===== src/rtl/systolic_pkg.sv =====
// Shared definitions for the systolic array feeder: controller state
// encoding, default base addresses of the weight and im2col matrices,
// and small elaboration-time helpers for sizing counters.
package systolic_pkg;

  typedef enum logic [1:0] {
    IDLE   = 2'd0,
    LOAD   = 2'd1,
    STREAM = 2'd2,
    DONE   = 2'd3
  } state_t;

  localparam logic [31:0] DEFAULT_WEIGHT_BASE = 32'h0000_1000;
  localparam logic [31:0] DEFAULT_IM2COL_BASE = 32'h0000_2000;

  function automatic int unsigned max_u(input int unsigned a, input int unsigned b);
    return (a > b) ? a : b;
  endfunction

  // Bits needed to index n entries (at least one bit).
  function automatic int unsigned idx_width(input int unsigned n);
    return (n > 1) ? $clog2(n) : 1;
  endfunction

endpackage


===== src/rtl/skew_line.sv =====
// Fixed-length delay line for one skewed lane of the feeder output.
// Used only when the FEEDER_SKEW_EN build option is enabled; DEPTH >= 1.
module skew_line #(
  parameter int unsigned DEPTH      = 1,
  parameter int unsigned DATA_WIDTH = 32
) (
  input  logic                  clk,
  input  logic                  rst_n,
  input  logic [DATA_WIDTH-1:0] din,
  output logic [DATA_WIDTH-1:0] dout
);

  logic [DATA_WIDTH-1:0] stage [DEPTH];

  for (genvar i = 0; i < DEPTH; i++) begin : g_stage
    if (i == 0) begin : g_head
      // first register samples the undelayed lane
      always_ff @(posedge clk or negedge rst_n) begin
        if (!rst_n) stage[i] <= '0;
        else        stage[i] <= din;
      end
    end else begin : g_tail
      // each later register shifts the previous stage by one cycle
      always_ff @(posedge clk or negedge rst_n) begin
        if (!rst_n) stage[i] <= '0;
        else        stage[i] <= stage[i-1];
      end
    end
  end

  assign dout = stage[DEPTH-1];

endmodule


===== src/rtl/systolic_feeder.sv =====
// Systolic array feeder: loads an N x K weight matrix and an N x M im2col
// matrix from word-addressed memory into row buffers, then streams one row
// of each per cycle on X/W with valid. Build option FEEDER_SKEW_EN delays
// lane j by j cycles and lengthens the stream to drain the skew.
module systolic_feeder
  import systolic_pkg::*;
#(
  parameter int unsigned           M           = 1,
  parameter int unsigned           N           = 27,
  parameter int unsigned           K           = 2,
  parameter int unsigned           DATA_WIDTH  = 32,
  parameter int unsigned           ADDR_WIDTH  = 32,
  parameter logic [ADDR_WIDTH-1:0] WEIGHT_BASE = ADDR_WIDTH'(DEFAULT_WEIGHT_BASE),
  parameter logic [ADDR_WIDTH-1:0] IM2COL_BASE = ADDR_WIDTH'(DEFAULT_IM2COL_BASE)
) (
  input  logic                    clk,
  input  logic                    rst_n,
  input  logic                    start,
  output logic [ADDR_WIDTH-1:0]   addr_rd,
  input  logic [DATA_WIDTH-1:0]   data_rd,
  output logic [DATA_WIDTH*M-1:0] X,
  output logic [DATA_WIDTH*K-1:0] W,
  output logic                    valid,
  output logic                    busy,
  output logic                    done
);

  localparam int unsigned NK = N * K;
  localparam int unsigned NW = N * (K + M);
`ifdef FEEDER_SKEW_EN
  localparam int unsigned SLEN = N + max_u(M, K) - 1;
`else
  localparam int unsigned SLEN = N;
`endif
  localparam int unsigned RW = idx_width(N);
  localparam int unsigned KW = idx_width(K);
  localparam int unsigned MW = idx_width(M);
  localparam int unsigned LW = idx_width(max_u(M, K));
  localparam int unsigned CW = idx_width(NW + 1);
  localparam int unsigned TW = idx_width(SLEN + 1);

  state_t                       state;
  logic [CW-1:0]                ld_cnt;
  logic [RW-1:0]                cap_row;
  logic [LW-1:0]                cap_lane;
  logic                         cap_x;
  logic [LW-1:0]                last_lane;
  logic                         cap_en;
  logic [TW-1:0]                t_cnt;
  logic [TW-1:0]                sel;
  logic [M-1:0][DATA_WIDTH-1:0] x_raw, x_row;
  logic [K-1:0][DATA_WIDTH-1:0] w_raw, w_row;
  logic [K-1:0][DATA_WIDTH-1:0] wbuf [N];
  logic [M-1:0][DATA_WIDTH-1:0] xbuf [N];

  // capture happens one cycle behind each issued address
  always_comb begin
    cap_en    = (state == LOAD) && (ld_cnt != '0);
    last_lane = cap_x ? LW'(M - 1) : LW'(K - 1);
  end

  // row buffers take data_rd at the current capture position
  always_ff @(posedge clk) begin
    if (cap_en) begin
      if (cap_x) xbuf[cap_row][MW'(cap_lane)] <= data_rd;
      else       wbuf[cap_row][KW'(cap_lane)] <= data_rd;
    end
  end

  // select the row to present next; rows past N read as zero (skew drain)
  always_comb begin
    sel   = (state == STREAM) ? t_cnt : '0;
    w_row = '0;
    x_row = '0;
    if (sel < TW'(N)) begin
      w_row = wbuf[RW'(sel)];
      x_row = xbuf[RW'(sel)];
      // the final im2col word lands on the same edge that loads row 0 when
      // N is 1, so forward it straight from the read port
      if (cap_en && cap_x && (cap_row == RW'(sel)))
        x_row[MW'(cap_lane)] = data_rd;
    end
  end

  // controller: address issue, capture bookkeeping and registered outputs
  always_ff @(posedge clk or negedge rst_n) begin
    if (!rst_n) begin
      state    <= IDLE;
      addr_rd  <= '0;
      ld_cnt   <= '0;
      cap_row  <= '0;
      cap_lane <= '0;
      cap_x    <= 1'b0;
      t_cnt    <= '0;
      x_raw    <= '0;
      w_raw    <= '0;
      valid    <= 1'b0;
      busy     <= 1'b0;
      done     <= 1'b0;
    end else begin
      case (state)
        IDLE: begin
          if (start) begin
            state    <= LOAD;
            busy     <= 1'b1;
            addr_rd  <= WEIGHT_BASE;
            ld_cnt   <= '0;
            cap_row  <= '0;
            cap_lane <= '0;
            cap_x    <= 1'b0;
          end
        end
        LOAD: begin
          if (ld_cnt < CW'(NW - 1)) begin
            if (ld_cnt == CW'(NK - 1)) addr_rd <= IM2COL_BASE;
            else                       addr_rd <= addr_rd + ADDR_WIDTH'(1);
          end
          if (cap_en) begin
            if (cap_lane == last_lane) begin
              cap_lane <= '0;
              if (cap_row == RW'(N - 1)) begin
                cap_row <= '0;
                cap_x   <= 1'b1;
              end else begin
                cap_row <= cap_row + RW'(1);
              end
            end else begin
              cap_lane <= cap_lane + LW'(1);
            end
          end
          if (ld_cnt == CW'(NW)) begin
            state <= STREAM;
            x_raw <= x_row;
            w_raw <= w_row;
            valid <= 1'b1;
            t_cnt <= TW'(1);
          end else begin
            ld_cnt <= ld_cnt + CW'(1);
          end
        end
        STREAM: begin
          if (t_cnt == TW'(SLEN)) begin
            state <= DONE;
            valid <= 1'b0;
            x_raw <= '0;
            w_raw <= '0;
            done  <= 1'b1;
          end else begin
            x_raw <= x_row;
            w_raw <= w_row;
            t_cnt <= t_cnt + TW'(1);
          end
        end
        DONE: begin
          state <= IDLE;
          done  <= 1'b0;
          busy  <= 1'b0;
        end
        default: state <= IDLE;
      endcase
    end
  end

`ifdef FEEDER_SKEW_EN
  logic [M-1:0][DATA_WIDTH-1:0] x_dly;
  logic [K-1:0][DATA_WIDTH-1:0] w_dly;

  for (genvar j = 0; j < M; j++) begin : g_x_skew
    if (j == 0) begin : g_direct
      assign x_dly[j] = x_raw[j];
    end else begin : g_line
      skew_line #(.DEPTH(j), .DATA_WIDTH(DATA_WIDTH)) u_line (
        .clk(clk), .rst_n(rst_n), .din(x_raw[j]), .dout(x_dly[j])
      );
    end
  end

  for (genvar j = 0; j < K; j++) begin : g_w_skew
    if (j == 0) begin : g_direct
      assign w_dly[j] = w_raw[j];
    end else begin : g_line
      skew_line #(.DEPTH(j), .DATA_WIDTH(DATA_WIDTH)) u_line (
        .clk(clk), .rst_n(rst_n), .din(w_raw[j]), .dout(w_dly[j])
      );
    end
  end

  assign X = valid ? x_dly : '0;
  assign W = valid ? w_dly : '0;
`else
  assign X = x_raw;
  assign W = w_raw;
`endif

endmodule

===== config.mk =====
export PLATFORM = sky130hd
export DESIGN_NAME = systolic_feeder
export DESIGN_NICKNAME = d
export VERILOG_FILES = /design/src/rtl/systolic_pkg.sv /design/src/rtl/skew_line.sv /design/src/rtl/systolic_feeder.sv
export SDC_FILE = /design/constraint.sdc
export NUM_CORES = 2
export LEC_CHECK = 0
export BUFFER_PORTS_ARGS = -buffer_cell sky130_fd_sc_hd__clkbuf_2
export CORE_ASPECT_RATIO = 1.25
export CORE_UTILIZATION = 50
export DETAILED_ROUTE_END_ITERATION = 10
export HOLD_SLACK_MARGIN = 0.03
export PLACE_DENSITY = 0.66
export SLEW_MARGIN = 20
export SYNTH_ARGS = -nofsm -noshare
export SYNTH_HDL_FRONTEND = slang
export SYNTH_SLANG_ARGS = --single-unit

===== constraint.sdc =====
create_clock -name clk -period 5.5 [get_ports clk]
set_clock_uncertainty 0.2 [all_clocks]
set_input_delay 0.825 -clock clk [delete_from_list [all_inputs] [get_ports clk]]
set_output_delay 0.825 -clock clk [all_outputs]
set_load 0.02 [all_outputs]

==> impl_metrics.toml <==
[clock_tree]
cts_num_sinks = 2744
worst_setup_hold_path_clk_slew_ns = 0.06
post_cts_resized = 0
total_clock_buffers_created_by_cts = 273
worst_skew_pair.late_latency_ns = 0.86
clk_root_buffer_cell = "sky130_fd_sc_hd__clkbuf_16"
cts_max_level = 5
hold_buf_count_cts = 1
cts_tree = "done"
post_cts_buffers = 0
cts.path.max_buffers = 4

[timing]
fin_tns_setup_ns = 0
max_slew_margin_pct = 22.4
period_share_pct = 74.5
timing.final.max_slew_violations = 0
timing.final.hold_violations = 0
rsz_0062_raised_after_global_routing = "no"
setup-violations-final = 0
period_needed_ns = 4.10
fmax_mhz = 244
tightest_slew_ns = 1.16

[route]
drtIter0Drc = 8320
drt-pass1-iter-count = 8
route.detailed.drc = 0
route.detailed.vias_per_inst = 6.55
detail-route-antenna-nets = 0
drt-wirelength-per-cell_um = 32.5
drt-total-wl_mm = 321
routed-via-count = 64800

[synthesis]
yosys-top-cells-area = "sky130_fd_sc_hd__edfxtp_1, sky130_fd_sc_hd__dfrtp_1, sky130_fd_sc_hd__mux2i_1, sky130_fd_sc_hd__nand2_1, sky130_fd_sc_hd__mux2_2"
postSynthAreaPerCell_um2 = 16.2
synthCells = 6642
synth_top_cell_area_share_pct = 72.3
synthesis.area_um2 = 108000
ys.warnings.count = 0
net_count_after_synthesis = 6692
netlist.top_cell.by_area = "sky130_fd_sc_hd__edfxtp_1"
synth-async-reset-ratio_pct = 5.54
synth_enable_flop_cells = 2592
share_of_synthesized_area_occupied_by_flip_flops_and_latches_pct = 75.8
yosys.cell_types.count = 76
postSynthRegisterBits = 2744
yosys_most_used_dff = "sky130_fd_sc_hd__edfxtp_1"

[setup_path]
cp-start-kind = "flip-flop"
timing.critical_path.arrival_ns = 4.58
cp.buffers_inverters = 4
critical-path-top-delay-family = "buffers and inverters"
worstSetupEndpointType = "flip-flop"
worst_path_max_delay_cell = "sky130_fd_sc_hd__nor2_4"
slowest_delay_ns = 0.90
maximum_fanout_encountered_on_the_critical_timing_path = 35
path_class = "reg -> reg"
crit_path_cell_trace = "inv_1, ha_4, inv_6, nor2_4, buf_12, buf_4, a311oi_1, o41ai_1, o21ai_1"
worst-endpoint-required_ns = 5.99

[cells_and_area]
most_frequent_cells_in_the_layout = "sky130_fd_sc_hd__edfxtp_1, sky130_fd_sc_hd__nand2_1, sky130_fd_sc_hd__mux2i_1"
flow.area_growth_from_synthesis_pct = 12.5
drive_gt1_share_pct = 15.2
footprint_of_the_multi_input_gates_um2 = 24100
fill_cells = 16400
register_cell_area_after_layout_um2 = 81700
layout.cells.most_common = "sky130_fd_sc_hd__edfxtp_1"
design.final.nets = 6851
final_core_utilization_pct = 56.5

[die]
chipHeight_um = 521
die_area_um2 = 217000
die_outline_width_um = 417
io-pin-count = 166
core_um2 = 214000
rows = 190
floorplan.initialDensity_pct = 50.3

[run]
maxCapViolations = 0

[worst_hold_path]
worstHoldPathType = "in -> reg"

[global_route]
first_pass_grt_wire_length_mm = 455
first_global_vias = 63500
global_route.usage.total_pct = 29.1
maximum_number_of_pins_on_one_net_before_global_route_repair = 150
number_of_antenna_violations_at_the_first_check_in_global_routing = 13
global_route.overflow_total = 0

[placement]
hpwlAfterDp_mm = 178
gp_routability_congestion = 0.866
port_bufs = 165

[power]
power.density_cell_area_nw_per_um2 = 342
leakage_power_summed_over_all_cells_uw = 0.0377
finalPower_uw = 41400
ir_worst_vdd_v = 0.000266

[run_status]
result_of_the_run = "finished, final reports clean"
[metrics by stage]
step	worst slack [ns]	std cells	instance area, µm²	hold slack, ns
after floorplan	1.05	6642	108000	0.285
after global placement	1.55	9402	112000	0.275
after detailed placement	1.50	9402	112000	0.289
after CTS	1.47	9882	121000	0.119
after global routing	1.42	9886	121000	0.193
final	1.40	9893	121000	0.170
[cells by family (layout without fill, tap and decap cells)]
group / Yosys count / after routing / share of synthesized area (%)
AOI/OAI and AO/OA: 1708 / 1708 / 11.4
xor gates and xnor gates: 23 / 23 / 0.187
other: 0 / 8 / 0
and+or+nand+nor: 1020 / 1020 / 4.24
adders and majority gates: 15 / 15 / 0.174
DFF: 2744 / 2744 / 75.8
muxes: 556 / 556 / 5.73
buffers and inverters: 576 / 939 / 2.45
[final timing paths]
path / from / to / slack (ns) / depth (start not counted)
max in group asynchronous: rst_n / t_cnt[2]$_DFFE_PN0P_ / 3.59 / 3
min: start / busy$_DFFE_PN0P_ / 0.17 / 3
max reg2reg: state[0]$_DFFE_PN0P_ / W[43]$_DFFE_PN0P_ / 1.40 / 9
min in group asynchronous: rst_n / addr_rd[23]$_DFFE_PN0P_ / 0.46 / 2
min reg2reg: addr_rd[9]$_DFFE_PN0P_ / addr_rd[9]$_DFFE_PN0P_ / 0.30 / 1
max: state[0]$_DFFE_PN0P_ / W[43]$_DFFE_PN0P_ / 1.40 / 9
[report_power, final]
group | internal [µW] | total [µW] | switching [µW] | leakage [µW]
combinational | 23.6 | 427 | 404 | 0.00821
sequential | 22900 | 22900 | 3.08 | 0.0254
clock | 10300 | 18100 | 7820 | 0.00416
[Yosys cell counts, drive strengths merged, types with 141 or more instances]
master	number
o22ai	211
edfxtp	2592
o211ai	141
buf	240
mux2i	363
dfrtp	152
a221oi	143
a211oi	143
mux2	161
o21ai	299
nand2	499
a21oi	156
clkbuf	263
nor2	182
[state kept, by name, summed over array words and instances (netlist names)]
| signal | count |
|---|---|
| cap_lane | 1 |
| done | 1 |
| cap_x | 1 |
| wbuf | 1728 |
| state | 2 |
| valid | 1 |
| busy | 1 |
| W | 64 |
| xbuf | 864 |
| addr_rd | 32 |
| ld_cnt | 7 |
| X | 32 |
| cap_row | 5 |
| t_cnt | 5 |
[metal layers]
layer | vias to the layer above | part of all wire (%) | global-route usage, %
met3 | 697 | 9.4 | 5.34
met2 | 3697 | 49 | 47.9
met4 | 0 | 4.8 | 13.0
met1 | 33400 | 37 | 37.6
met5 | - | 0 | 0
li1 | 27000 | - | -
[worst register-to-register path, cell delays in order, from the launching register on]
cell and delay (ns):
sky130_fd_sc_hd__dfrtp_1 0.40, sky130_fd_sc_hd__inv_1 0.18, sky130_fd_sc_hd__ha_4 0.57, sky130_fd_sc_hd__inv_6 0.34, sky130_fd_sc_hd__nor2_4 0.92, sky130_fd_sc_hd__buf_12 0.30
sky130_fd_sc_hd__buf_4 0.17, sky130_fd_sc_hd__a311oi_1 0.05, sky130_fd_sc_hd__o41ai_1 0.65, sky130_fd_sc_hd__o21ai_1 0.16
[area by class of cell]
| class | instances | share of cell area (%) |
|---|---|---|
| repair buffers | 387 | 2.40 |
| well taps | 2880 | 2.98 |
| multi-input cells | 3322 | 19.9 |
| clock inverters | 115 | 0.857 |
| diodes | 8 | 0.0165 |
| flip-flops and latches | 2744 | 67.4 |
| inverters | 73 | 0.237 |
| clock buffers | 364 | 6.17 |
Power figures use the tool's default switching activity.
